File: src/rtl/seq_alu.sv
// Sequential 32-bit ALU: single-cycle ADD/COMP/AND/XOR and bit-serial shifts.
// Define SEQ_ALU_BARREL_EN to replace the iterative shifter with a one-cycle barrel shifter.
module seq_alu (
  input  logic        clock,
  input  logic        reset,
  input  logic        start,
  input  logic [3:0]  op,
  input  logic [31:0] a,
  input  logic [31:0] b,
  output logic        busy,
  output logic        done,
  output logic [31:0] result,
  output logic        carry,
  output logic        zero,
  output logic        sign
);

  localparam logic [3:0] OP_ADD  = 4'd0;
  localparam logic [3:0] OP_COMP = 4'd1;
  localparam logic [3:0] OP_AND  = 4'd2;
  localparam logic [3:0] OP_XOR  = 4'd3;
  localparam logic [3:0] OP_SHLL = 4'd4;
  localparam logic [3:0] OP_SHRL = 4'd5;
  localparam logic [3:0] OP_SHRA = 4'd6;

  // Returns {carry, result}; the extra bit of the shift operand catches the last bit out.
  function automatic logic [32:0] single_op(input logic [3:0] f_op, input logic [31:0] f_a,
                                            input logic [31:0] f_b, input logic [4:0] f_amt);
    logic [32:0] r;
    logic [32:0] ext;
    ext = 33'd0;
    case (f_op)
      OP_ADD:  r = {1'b0, f_a} + {1'b0, f_b};
      OP_COMP: r = {1'b0, ~f_b + 32'd1};
      OP_AND:  r = {1'b0, f_a & f_b};
      OP_XOR:  r = {1'b0, f_a ^ f_b};
      OP_SHLL: r = {1'b0, f_a} << f_amt;
      OP_SHRL: begin
        ext = {f_a, 1'b0} >> f_amt;
        r   = {ext[0], ext[32:1]};
      end
      OP_SHRA: begin
        ext = $signed({f_a, 1'b0}) >>> f_amt;
        r   = {ext[0], ext[32:1]};
      end
      default: r = 33'd0;
    endcase
    return r;
  endfunction

  logic [31:0] result_q, result_d;
  logic        carry_q, carry_d;
  logic        zero_q, zero_d;
  logic        sign_q, sign_d;
  logic        done_q, done_d;
  logic        load_en;
  logic [32:0] load_val;

`ifdef SEQ_ALU_BARREL_EN

  assign busy = 1'b0;

  // Every operation, shifts included, completes on the accepting edge.
  always_comb begin
    load_en  = 1'b0;
    load_val = 33'd0;
    if (start) begin
      load_en  = 1'b1;
      load_val = single_op(op, a, b, b[4:0]);
    end else begin
      load_en  = 1'b0;
    end
  end

`else

  typedef enum logic [0:0] {IDLE = 1'b0, SHIFT = 1'b1} state_e;

  state_e      state_q, state_d;
  logic [31:0] work_q, work_d;
  logic [4:0]  cnt_q, cnt_d;
  logic [3:0]  sop_q, sop_d;
  logic [32:0] step;
  logic        is_shift;

  // One-bit shift step, returning {bit shifted out, shifted word}.
  function automatic logic [32:0] shift_step(input logic [3:0] f_op, input logic [31:0] f_w);
    logic [32:0] r;
    case (f_op)
      OP_SHLL: r = {f_w[31], f_w[30:0], 1'b0};
      OP_SHRL: r = {f_w[0], 1'b0, f_w[31:1]};
      OP_SHRA: r = {f_w[0], f_w[31], f_w[31:1]};
      default: r = 33'd0;
    endcase
    return r;
  endfunction

  assign busy     = (state_q == SHIFT);
  assign is_shift = (op == OP_SHLL) || (op == OP_SHRL) || (op == OP_SHRA);

  // Next-state logic; the partial shift lives in work_q so result only changes on completion.
  always_comb begin
    state_d  = state_q;
    work_d   = work_q;
    cnt_d    = cnt_q;
    sop_d    = sop_q;
    load_en  = 1'b0;
    load_val = 33'd0;
    step     = shift_step(sop_q, work_q);
    case (state_q)
      IDLE: begin
        if (start && is_shift && (b[4:0] != 5'd0)) begin
          state_d = SHIFT;
          work_d  = a;
          cnt_d   = b[4:0];
          sop_d   = op;
        end else if (start) begin
          load_en  = 1'b1;
          load_val = single_op(op, a, b, 5'd0);
        end else begin
          state_d = IDLE;
        end
      end
      SHIFT: begin
        work_d = step[31:0];
        cnt_d  = cnt_q - 5'd1;
        if (cnt_q == 5'd1) begin
          state_d  = IDLE;
          load_en  = 1'b1;
          load_val = step;
          work_d   = 32'd0;
          cnt_d    = 5'd0;
          sop_d    = 4'd0;
        end else begin
          state_d = SHIFT;
        end
      end
      default: state_d = IDLE;
    endcase
  end

  // Shifter state registers.
  always_ff @(posedge clock) begin
    if (reset) begin
      state_q <= IDLE;
      work_q  <= 32'd0;
      cnt_q   <= 5'd0;
      sop_q   <= 4'd0;
    end else begin
      state_q <= state_d;
      work_q  <= work_d;
      cnt_q   <= cnt_d;
      sop_q   <= sop_d;
    end
  end

`endif

  // Result and flags hold until the next completed operation.
  always_comb begin
    result_d = result_q;
    carry_d  = carry_q;
    zero_d   = zero_q;
    sign_d   = sign_q;
    done_d   = 1'b0;
    if (load_en) begin
      result_d = load_val[31:0];
      carry_d  = load_val[32];
      zero_d   = (load_val[31:0] == 32'd0);
      sign_d   = load_val[31];
      done_d   = 1'b1;
    end else begin
      done_d   = 1'b0;
    end
  end

  // Output registers.
  always_ff @(posedge clock) begin
    if (reset) begin
      result_q <= 32'd0;
      carry_q  <= 1'b0;
      zero_q   <= 1'b0;
      sign_q   <= 1'b0;
      done_q   <= 1'b0;
    end else begin
      result_q <= result_d;
      carry_q  <= carry_d;
      zero_q   <= zero_d;
      sign_q   <= sign_d;
      done_q   <= done_d;
    end
  end

  assign result = result_q;
  assign carry  = carry_q;
  assign zero   = zero_q;
  assign sign   = sign_q;
  assign done   = done_q;

endmodule

File: config.mk
export PLATFORM = sky130hd
export DESIGN_NAME = seq_alu
export DESIGN_NICKNAME = d
export VERILOG_FILES = /design/src/rtl/seq_alu.sv
export SDC_FILE = /design/constraint.sdc
export NUM_CORES = 1
export LEC_CHECK = 0
export BUFFER_PORTS_ARGS = -buffer_cell sky130_fd_sc_hd__buf_2
export CAP_MARGIN = 10
export CORE_UTILIZATION = 55
export CTS_BUF_LIST = sky130_fd_sc_hd__clkbuf_4 sky130_fd_sc_hd__clkbuf_8
export CTS_CLUSTER_SIZE = 28
export DETAILED_ROUTE_END_ITERATION = 7
export PLACE_DENSITY = 0.79
export SLEW_MARGIN = 25
export SYNTH_ARGS = -nofsm -noshare
export SYNTH_HDL_FRONTEND = slang
export SYNTH_SLANG_ARGS = --single-unit
File: constraint.sdc
create_clock -name clock -period 2.75 [get_ports clock]
set_input_delay 0.1375 -clock clock [delete_from_list [all_inputs] [get_ports clock]]
set_output_delay 0.1375 -clock clock [all_outputs]
set_load 0.01 [all_outputs]
==> flow_metrics.env, run 1 <==
export IMPL_status="finished, violations left"
export IMPL_violations="negative setup slack"
export IMPL_grt_usage_pct=46.9
export IMPL_fp_dieW_um=121
export IMPL_ioPinCount=108
export IMPL_drt_iter0_markers=1755
export IMPL_clk_latency_ps=390
export IMPL_fin_skew_ps=10.2
export IMPL_routedWlPerCell_um=21.6
export IMPL_dr_total_vias=10800
export IMPL_rows=42
export IMPL_rsz0062_at_grt="yes"
export IMPL_place_congestion=1.03
export IMPL_synth_edf_count=0
export IMPL_synth_top_cells_by_area="dfxtp_1, nor2_1, a21oi_1, ha_1, nand2_1"
export IMPL_cts_root_buf="clkbuf_8"
export IMPL_cts_tree="done"
export IMPL_initial_core_util_pct=57.5
export IMPL_power_density_mw_per_mm2=348
export IMPL_setup_viol=1
export IMPL_r2r_slack_ps=-20
export IMPL_yosysSeqAreaShare_pct=19.9
export IMPL_dieArea_mm2=0.0145
export IMPL_path_delay_family="compound AO/OA/AOI/OAI gates"
export IMPL_yosysTopAreaCell="dfxtp_1"
export IMPL_synth_most_common_cell="nor2_1"
export IMPL_drive_gt1_share_pct=35.3
export IMPL_peakVddDrop_uv=408
export IMPL_maxSlewViolCount=0
export IMPL_postCtsHoldBufs=0
export IMPL_dp_hpwl_um=26900
export IMPL_core_area_mm2=0.0135
export IMPL_synthTopCellsByCount="nor2_1, a21oi_1, nand2_1, dfxtp_1, clkbuf_1"
export IMPL_finalNetCount=1536
export IMPL_vias_per_cell=6.69
export IMPL_hold_viol_final=0
export IMPL_grt_pass1_wl_um=52700
export IMPL_critPathLaunchType="input pin"
export IMPL_timing_critical_path_required_ps=3050
export IMPL_syn_area_mm2=0.00773
export IMPL_wirelength_um=34700
export IMPL_yosysWarnings=0
export IMPL_crit_arrival_ps=3110
export IMPL_grt_max_degree=78
export IMPL_dr_pass1_iters=7
export IMPL_path_clk_slew_ps=80
export IMPL_end_kind="flop"
export IMPL_htreeDepth=3
export IMPL_path_cells="buf_2, ha_1, or2_2, o22a_2, a2111oi_4, o31a_1, o21ai_1, buf_4, a21oi_1, xnor2_1, a21oi_1, buf_4, nand3_1, o31ai_2"
export IMPL_hp_class="input pin to flop"
export IMPL_die_h_um=121
export IMPL_worstSetupPathType="input pin to flop"
export IMPL_postSynth_topFlopCell="dfxtp_1"
export IMPL_synthArstFlopShare_pct=0
export IMPL_clock_fmax_mhz=356
export IMPL_ys_types=77
export IMPL_n_antenna_cell=0
export IMPL_max_slew_margin_pct=27.0
export IMPL_syn_inst=1089
export IMPL_finalCritPeriodShare_pct=102
export IMPL_clockBufferDepth=2
export IMPL_setup_tns_ps=-60.9
export IMPL_route_detailed_drc=0
export IMPL_leakage_uw=0.00475
export IMPL_yosysTopAreaCellShare_pct=19.9
export IMPL_yosys_register_bits=77
export IMPL_synth_net_count=1197
export IMPL_syn_avg_cell_area_um2=7.10
export IMPL_overflow=0
export IMPL_cts_inserted_buffers=9
export IMPL_max_stage_delay_ps=360
export IMPL_cts_sinks=77
export IMPL_worst_path_buf_inv=3
export IMPL_worst_slew_pin_slew_ps=1090
export IMPL_crit_fanout=5
export IMPL_crit_slowest_cell="a2111oi_4"
export IMPL_io_buffers=107
export IMPL_setup_slack_ps=-60.9
export IMPL_max_cap_violations=0
export IMPL_grt_pass1_vias=9779
export IMPL_postRouteAntennaNets=0
export IMPL_fin_crit_ps=2810
export IMPL_pre_cts_slack_ps=-650
export IMPL_total_power_uw=3850
export IMPL_areaGrowthSynthToFinish_pct=42.9
export IMPL_antenna_found_initial=1
## metal layers
metal,vias up,share of wire [%],track usage (%)
li1,4785,-,-
met4,2,4.5,20.2
met1,4940,39,63.2
met5,-,0.037,0
met2,897,41,68.6
met3,147,15,14.4
## where the power goes
part,internal [uW],switching (uW),total (uW)
Combinational,691,859,1550
Sequential,1180,54.5,1230
Clock,612,455,1070
## repair_timing
action,in CTS,in global routing
buffers inserted,0,1
endpoints found under the setup margin,5,7
pin swaps,7,5
resized for setup,27,28
## sequential cells by signal, summed over array words and instances (netlist names)
name,cells
result,32
work_q,32
cnt_q,5
sop_q,4
busy,1
carry,1
done,1
zero,1
## worst reg2reg max path, delay by kind of cell (launching register included)
kind | cells | cell delay [ps]
AOI/OAI and AO/OA | 4 | 870
adders and majority gates | 1 | 190
buffers and inverters | 2 | 280
DFF | 1 | 340
and+or+nand+nor | 6 | 1000
## final timing paths
path,start,end,cells after the start
hold reg to reg,result[8]$_SDFFE_PP0P_,result[8]$_SDFFE_PP0P_,2
setup reg to reg,cnt_q[1]$_SDFFE_PP0P_,zero$_SDFFE_PP0P_,13
hold / removal,a[29],work_q[29]$_SDFFE_PP0P_,4
setup / recovery,b[2],zero$_SDFFE_PP0P_,14
## through the flow
step | area (um^2) | utilization [%] | std cells | hold WS (ps)
2_1_floorplan | 7740 | - | 1089 | 364
3_3_place_gp | 10500 | 78.3 | 1592 | 439
3_5_place_dp | 10500 | 78.3 | 1592 | 443
4_1_cts | 10900 | 81.1 | 1608 | 196
5_1_grt | 11100 | 82.2 | 1609 | 235
6_report | 11100 | 82.2 | 1609 | 216
## layout by cell type, fill, tap and decap left out, drive strengths merged, types with 6 or more instances in the layout
cell / Yosys / routed
nand3: 27 / 27
o21a: 7 / 7
dfxtp: 77 / 77
or3: 10 / 10
a31oi: 14 / 14
nand4: 22 / 22
nand2: 81 / 81
nor3: 54 / 54
nor2b: 14 / 14
a2111oi: 8 / 8
nor3b: 10 / 10
a32oi: 13 / 13
inv: 21 / 21
nand3b: 7 / 7
xor2: 21 / 21
a221oi: 10 / 10
xnor2: 15 / 15
o31ai: 7 / 7
buf: 21 / 419
and2: 7 / 7
o21bai: 7 / 7
o21ai: 43 / 43
a22oi: 31 / 31
a211oi: 17 / 17
nand2b: 10 / 10
o22a: 27 / 27
a211o: 6 / 6
o22ai: 10 / 10
ha: 36 / 36
mux2i: 15 / 15
a21oi: 104 / 104
nor2: 150 / 150
clkbuf: 70 / 10
nor4: 18 / 18
a21o: 11 / 11
or4: 7 / 7
## logic make-up after synthesis
logic type	synth area share (%)
buffers and inverters	5.89
adders and majority gates	6.08
AOI/OAI and AO/OA	31.8
xor gates and xnor gates	4.08
muxes	2.81
DFF	19.9
and+or+nand+nor	29.4
## area by class of cell
class	instances	area, um^2
Clock buffer	10	131
Clock inverter	6	111
Fill cell	906	2400
Inverter	21	78.8
Multi-Input combinational cell	900	6030
Sequential cell	77	1540
Tap cell	176	220
Timing Repair Buffer	419	2940
(Power assumes the default switching activity.)
==> run 2: changes to the inputs <==
--- a/config.mk
+++ b/config.mk
@@ -7,7 +7,9 @@
 export LEC_CHECK = 0
 export BUFFER_PORTS_ARGS = -buffer_cell sky130_fd_sc_hd__buf_2
 export CAP_MARGIN = 10
-export CORE_UTILIZATION = 55
+export CELL_PAD_IN_SITES_DETAIL_PLACEMENT = 1
+export CELL_PAD_IN_SITES_GLOBAL_PLACEMENT = 2
+export CORE_UTILIZATION = 31
 export CTS_BUF_LIST = sky130_fd_sc_hd__clkbuf_4 sky130_fd_sc_hd__clkbuf_8
 export CTS_CLUSTER_SIZE = 28
 export DETAILED_ROUTE_END_ITERATION = 7
==> run 2 against run 1 <==
The run still ends with negative setup slack left. Register-to-register slack lost 140 ps. Sequential power is essentially flat. Critical path type is now flop to flop. Count of clock-buffer cells in the layout is the same.
==> flow_metrics.env, run 2 (same netlist as run 1, synthesis figures left out) <==
export IMPL_status="finished, violations left"
export IMPL_violations="negative setup slack"
export IMPL_leakage_uw=0.00477
export IMPL_finalNetCount=1538
export IMPL_antenna_found_initial=0
export IMPL_cts_root_buf="clkbuf_8"
export IMPL_setup_tns_ps=-163
export IMPL_setup_slack_ps=-163
export IMPL_fp_dieW_um=160
export IMPL_num_fill_cells=3140
export IMPL_startpoint="sop_q[0]$_SDFFE_PP0P_"
export IMPL_ioPinCount=108
export IMPL_rows=57
export IMPL_final_cell_mix="buf_4, nor2_1, buf_2, a21oi_1, nand2_1"
export IMPL_maxSlewViolCount=0
export IMPL_wirelength_um=40300
export IMPL_rsz0062_at_grt="yes"
export IMPL_internal_power_uw=2240
export IMPL_path_clk_slew_ps=130
export IMPL_pwr_share_clk_pct=25.1
export IMPL_drt_iter0_markers=970
export IMPL_crit_arrival_ps=3250
export IMPL_peakVddDrop_uv=247
export IMPL_crit_slowest_cell="dfxtp_1"
export IMPL_placed_cell_area_mm2=0.0107
export IMPL_overflow=0
export IMPL_n_antenna_cell=0
export IMPL_clock_fmax_mhz=343
export IMPL_dr_pass1_iters=5
export IMPL_initial_core_util_pct=31.7
export IMPL_p_sw_share_pct=40.8
export IMPL_critPathLaunchType="flop"
export IMPL_routedWlPerCell_um=22.9
export IMPL_hold_viol_final=0
export IMPL_grt_max_degree=78
export IMPL_end_kind="flop"
export IMPL_route_detailed_drc=0
export IMPL_worst_slew_pin_slew_ps=911
export IMPL_hp_start="a[27]"
export IMPL_io_buffers=107
export IMPL_htreeDepth=3
export IMPL_pre_cts_slack_ps=-813
export IMPL_grt_usage_pct=31.2
export IMPL_fin_crit_ps=2910
export IMPL_core_area_mm2=0.0244
export IMPL_final_common_cell="buf_4"
export IMPL_crit_fanout=14
export IMPL_total_power_uw=3780
export IMPL_cts_inserted_buffers=9
export IMPL_cts_sinks=77
export IMPL_areaGrowthSynthToFinish_pct=46.3
export IMPL_sequentialPowerShare_pct=32.5
export IMPL_max_stage_delay_ps=330
export IMPL_cts_tree="done"
export IMPL_max_cap_violations=0
export IMPL_path_cells="xor2_1, and2_2, buf_4, a22oi_2, o22a_1, o21ai_0, a21oi_1, nand3_1, nor4_4, nand4_1, o31ai_2"
export IMPL_worstSetupPathType="flop to flop"
export IMPL_timing_critical_path_required_ps=3090
export IMPL_vias_per_cell=5.89
export IMPL_fin_skew_ps=36.4
export IMPL_whs_ps=204
export IMPL_finalCritPeriodShare_pct=106
export IMPL_max_slew_margin_pct=39.1
export IMPL_grt_pass1_vias=10400
export IMPL_clk_latency_ps=410
export IMPL_die_h_um=160
export IMPL_hp_class="input pin to flop"
export IMPL_clockBufferDepth=2
export IMPL_dr_total_vias=10400
export IMPL_grt_pass1_wl_um=61500
export IMPL_r2r_start="sop_q[0]$_SDFFE_PP0P_"
export IMPL_power_density_mw_per_mm2=334
export IMPL_setup_viol=1
export IMPL_power_share_combinational_pct=42.3
export IMPL_dieArea_mm2=0.0256
export IMPL_postRouteAntennaNets=0
export IMPL_place_congestion=0.995
export IMPL_design_area_mm2=0.0113
export IMPL_switchingPower_uw=1540
export IMPL_dp_hpwl_um=31900
export IMPL_drive_gt1_share_pct=36.7
## run 2: area by class of cell
type | count | area, um^2 | area share [%]
multi-input combinational | 900 | 6110 | 54.0
inverter | 21 | 78.8 | 0.696
clock inverter | 6 | 52.6 | 0.464
sequential | 77 | 1540 | 13.6
clock buffer | 10 | 138 | 1.22
timing repair buffer | 421 | 2990 | 26.4
tap | 324 | 405 | 3.58
## run 2: per-layer routing
layer	global-route usage [%]	vias up	wire length, um
met5	0	-	0
met3	6.21	68	3040
met1	43.8	5086	18800
met2	47.2	428	17300
met4	10.3	0	1160
li1	-	4785	-
## run 2: repair_timing
item / 4_1_cts / 5_1_grt
hold buffers: 0 / 0
cloned: 0 / 0
setup buffers: 7 / 2
setup endpoints to repair: 8 / 11
pin swaps: 14 / 13
gates resized for setup: 56 / 28
## run 2: metrics by stage
| step | instances | util (%) |
|---|---|---|
| 4_1_cts | 1757 | 45.9 |
| 3_3_place_gp | 1734 | 43.9 |
| 3_5_place_dp | 1734 | 43.9 |
| 5_1_grt | 1759 | 46.4 |
| 2_1_floorplan | 1089 | - |
| 6_report | 1759 | 46.4 |
## run 2: worst paths after layout
check                                 end  slack [ps]  cells after the start
setup / recovery        zero$_SDFFE_PP0P_        -160                     11
hold / removal    work_q[27]$_SDFFE_PP0P_         200                      4
setup reg to reg        zero$_SDFFE_PP0P_        -160                     11
hold reg to reg   result[15]$_SDFFE_PP0P_         460                      2
## run 2: worst max-delay path: cells and delay by family (launching register included)
| family | cells | cell delay (ps) |
|---|---|---|
| XOR/XNOR | 1 | 170 |
| flip-flops | 1 | 330 |
| AND/OR/NAND/NOR | 4 | 940 |
| buffers and inverters | 1 | 210 |
| AO/OA/AOI/OAI | 5 | 1190 |
## run 2: power by group through the flow
stage                     registers (uW)  clock network, uW  logic (uW)
after floorplan                     1250                  0         725
after global placement              1250                  0        1450
after detailed placement            1250                  0        1480
after CTS                           1230                968        1530
after global routing                1230               1000        1700
final                               1230                949        1600
==> run 3: changes to the inputs <==
--- a/config.mk
+++ b/config.mk
@@ -14,6 +14,7 @@
 export CTS_CLUSTER_SIZE = 28
 export DETAILED_ROUTE_END_ITERATION = 7
 export PLACE_DENSITY = 0.79
+export REMOVE_ABC_BUFFERS = 1
 export SLEW_MARGIN = 25
 export SYNTH_ARGS = -nofsm -noshare
 export SYNTH_HDL_FRONTEND = slang
==> run 3 against run 2 <==
The flow still finishes with violations (negative setup slack). Global-route usage fell by 0.74 points. Cell count rose by 0.80%. Fmax rose by 3.0%. Largest power group unchanged. Worst setup slack improved by 85 ps. Flip-flop and latch count did not move. Utilization rose by 0.56 points. Critical path type is now input pin to flop. Sequential power barely moved. Worst hold slack improved by 26 ps. Die area did not move. Combinational power barely moved.
==> flow_metrics.env, run 3 (same netlist as run 1, synthesis figures left out) <==
export IMPL_busiest_layer="met2"
export IMPL_hold_viol_final=0
export IMPL_max_slew_margin_pct=34.8
export IMPL_grt_usage_pct=30.4
export IMPL_leakage_uw=0.00484
export IMPL_post_route_util_pct=47.0
export IMPL_worstSetupPathType="input pin to flop"
export IMPL_initial_core_util_pct=31.7
export IMPL_ioPinCount=108
export IMPL_path_clk_slew_ps=90
export IMPL_status="finished, violations left"
export IMPL_fin_crit_ps=2830
export IMPL_postRouteAntennaNets=0
export IMPL_whs_path_depth=4
export IMPL_drt_iter0_markers=921
export IMPL_crit_arrival_ps=3130
export IMPL_core_area_mm2=0.0244
export IMPL_cts_tree="done"
export IMPL_routedWlPerCell_um=22.2
export IMPL_n_antenna_cell=0
export IMPL_cts_root_buf="clkbuf_8"
export IMPL_vias_per_cell=5.84
export IMPL_max_cap_violations=0
export IMPL_hp_start="a[30]"
export IMPL_clockBufferDepth=2
export IMPL_hold_path_endpoint="work_q[30]$_SDFFE_PP0P_"
export IMPL_grt_max_degree=78
export IMPL_clk_latency_ps=390
export IMPL_maxSlewViolCount=0
export IMPL_rsz0062_at_grt="yes"
export IMPL_num_fill_cells=3134
export IMPL_power_density_mw_per_mm2=327
export IMPL_cts_sinks=77
export IMPL_dr_pass1_iters=6
export IMPL_grt_use_met2_pct=46.9
export IMPL_use_met1_pct=42.5
export IMPL_dr_total_vias=10400
export IMPL_final_cell_mix="buf_4, nor2_1, buf_2, a21oi_1, nand2_1"
export IMPL_drive_gt1_share_pct=37.3
export IMPL_areaGrowthSynthToFinish_pct=48.1
export IMPL_setup_slack_ps=-77.3
export IMPL_setup_viol=1
export IMPL_htreeDepth=3
export IMPL_fp_dieW_um=160
export IMPL_finalNetCount=1552
export IMPL_dieArea_mm2=0.0256
export IMPL_overflow=0
export IMPL_peakVddDrop_uv=221
export IMPL_place_congestion=0.941
export IMPL_r2r_slack_ps=-60
export IMPL_reg2reg_depth=11
export IMPL_r2r_start="sop_q[0]$_SDFFE_PP0P_"
export IMPL_dp_cells=1738
export IMPL_grt_pass1_vias=10300
export IMPL_fin_skew_ps=19.8
export IMPL_route_detailed_drc=0
export IMPL_grt_pass1_wl_um=60100
export IMPL_setup_tns_ps=-77.3
export IMPL_rows=57
export IMPL_clock_fmax_mhz=354
export IMPL_cts_inserted_buffers=9
export IMPL_seq_area_mm2=0.00155
export IMPL_io_buffers=107
export IMPL_wirelength_um=39400
export IMPL_multi_input_area_mm2=0.00615
export IMPL_finalCritPeriodShare_pct=103
export IMPL_final_common_cell="buf_4"
export IMPL_r2r_end="zero$_SDFFE_PP0P_"
export IMPL_dp_hpwl_um=31700
export IMPL_violations="negative setup slack"
export IMPL_fin_cells=1773
export IMPL_worst_slew_pin_slew_ps=975
export IMPL_antenna_found_initial=0
export IMPL_crit_fanout=7
export IMPL_hp_class="input pin to flop"
export IMPL_grt_use_met3_pct=5.12
export IMPL_timing_critical_path_required_ps=3050
export IMPL_total_power_uw=3750
export IMPL_die_h_um=160
export IMPL_critPathLaunchType="input pin"
export IMPL_whs_ps=231
export IMPL_end_kind="flop"
run 3: changes by cell type in the layout (fill, tap and decap cells not counted), sizes merged:
cell / delta
bufinv: +1
buf: +15
clkbuf: -1
clkinv: +2
inv: -3
run 3: final cells by class:
cell class	count	share of cell area, %
Timing Repair Buffer	435	26.9
Tap cell	324	3.54
Sequential cell	77	13.5
Multi-Input combinational cell	900	53.7
Clock inverter	6	0.557
Clock buffer	10	1.15
Inverter	21	0.688
run 3: timing repair:
item | 4_1_cts | 5_1_grt
resized for setup | 66 | 24
cloned | 0 | 0
pin swaps | 30 | 7
setup endpoints to repair | 8 | 8
endpoints found under the hold margin | 0 | 0
setup buffers | 17 | 2
hold buffers | 0 | 0
run 3: through the flow:
stage / worst slack, ps / instance area [um^2]
floorplan: -1040 / 7360
global placement: -755 / 10700
detailed placement: -910 / 10700
CTS: -16.3 / 11300
global route: -214 / 11500
finish: -77.3 / 11500
run 3: power by group:
group | internal [uW] | switching, uW | leakage, uW
combinational | 692 | 877 | 0.00412
clock | 429 | 519 | 0.0000957
sequential | 1180 | 52.9 | 0.000629
run 3: metal layers:
metal	wire length, um	vias up	part of all wire, %
li1	-	4824	-
met1	18300	5092	46
met2	17200	372	44
met3	2630	75	6.7
met4	1290	0	3.3
met5	0	-	0
run 3: worst max-delay path: stages:
cell and delay, ps:
buf_2 110, or4_4 580, or4_1 430, buf_6 160
or3_4 420, nor3_2 140, xnor2_1 80, a21oi_1 240
o21ai_1 160, nor4_2 340, nand4_1 140, o31ai_2 180
run 3: worst max path at each step:
stage,from,slack [ps],cells past startpoint,end
2_1_floorplan,sop_q[1]$_SDFFE_PP0P_,-1040,9,zero$_SDFFE_PP0P_
3_3_place_gp,b[0],-760,14,zero$_SDFFE_PP0P_
3_5_place_dp,b[0],-910,14,zero$_SDFFE_PP0P_
4_1_cts,a[0],-20,14,zero$_SDFFE_PP0P_
5_1_grt,sop_q[0]$_SDFFE_PP0P_,-210,11,zero$_SDFFE_PP0P_
6_report,b[9],-80,12,zero$_SDFFE_PP0P_
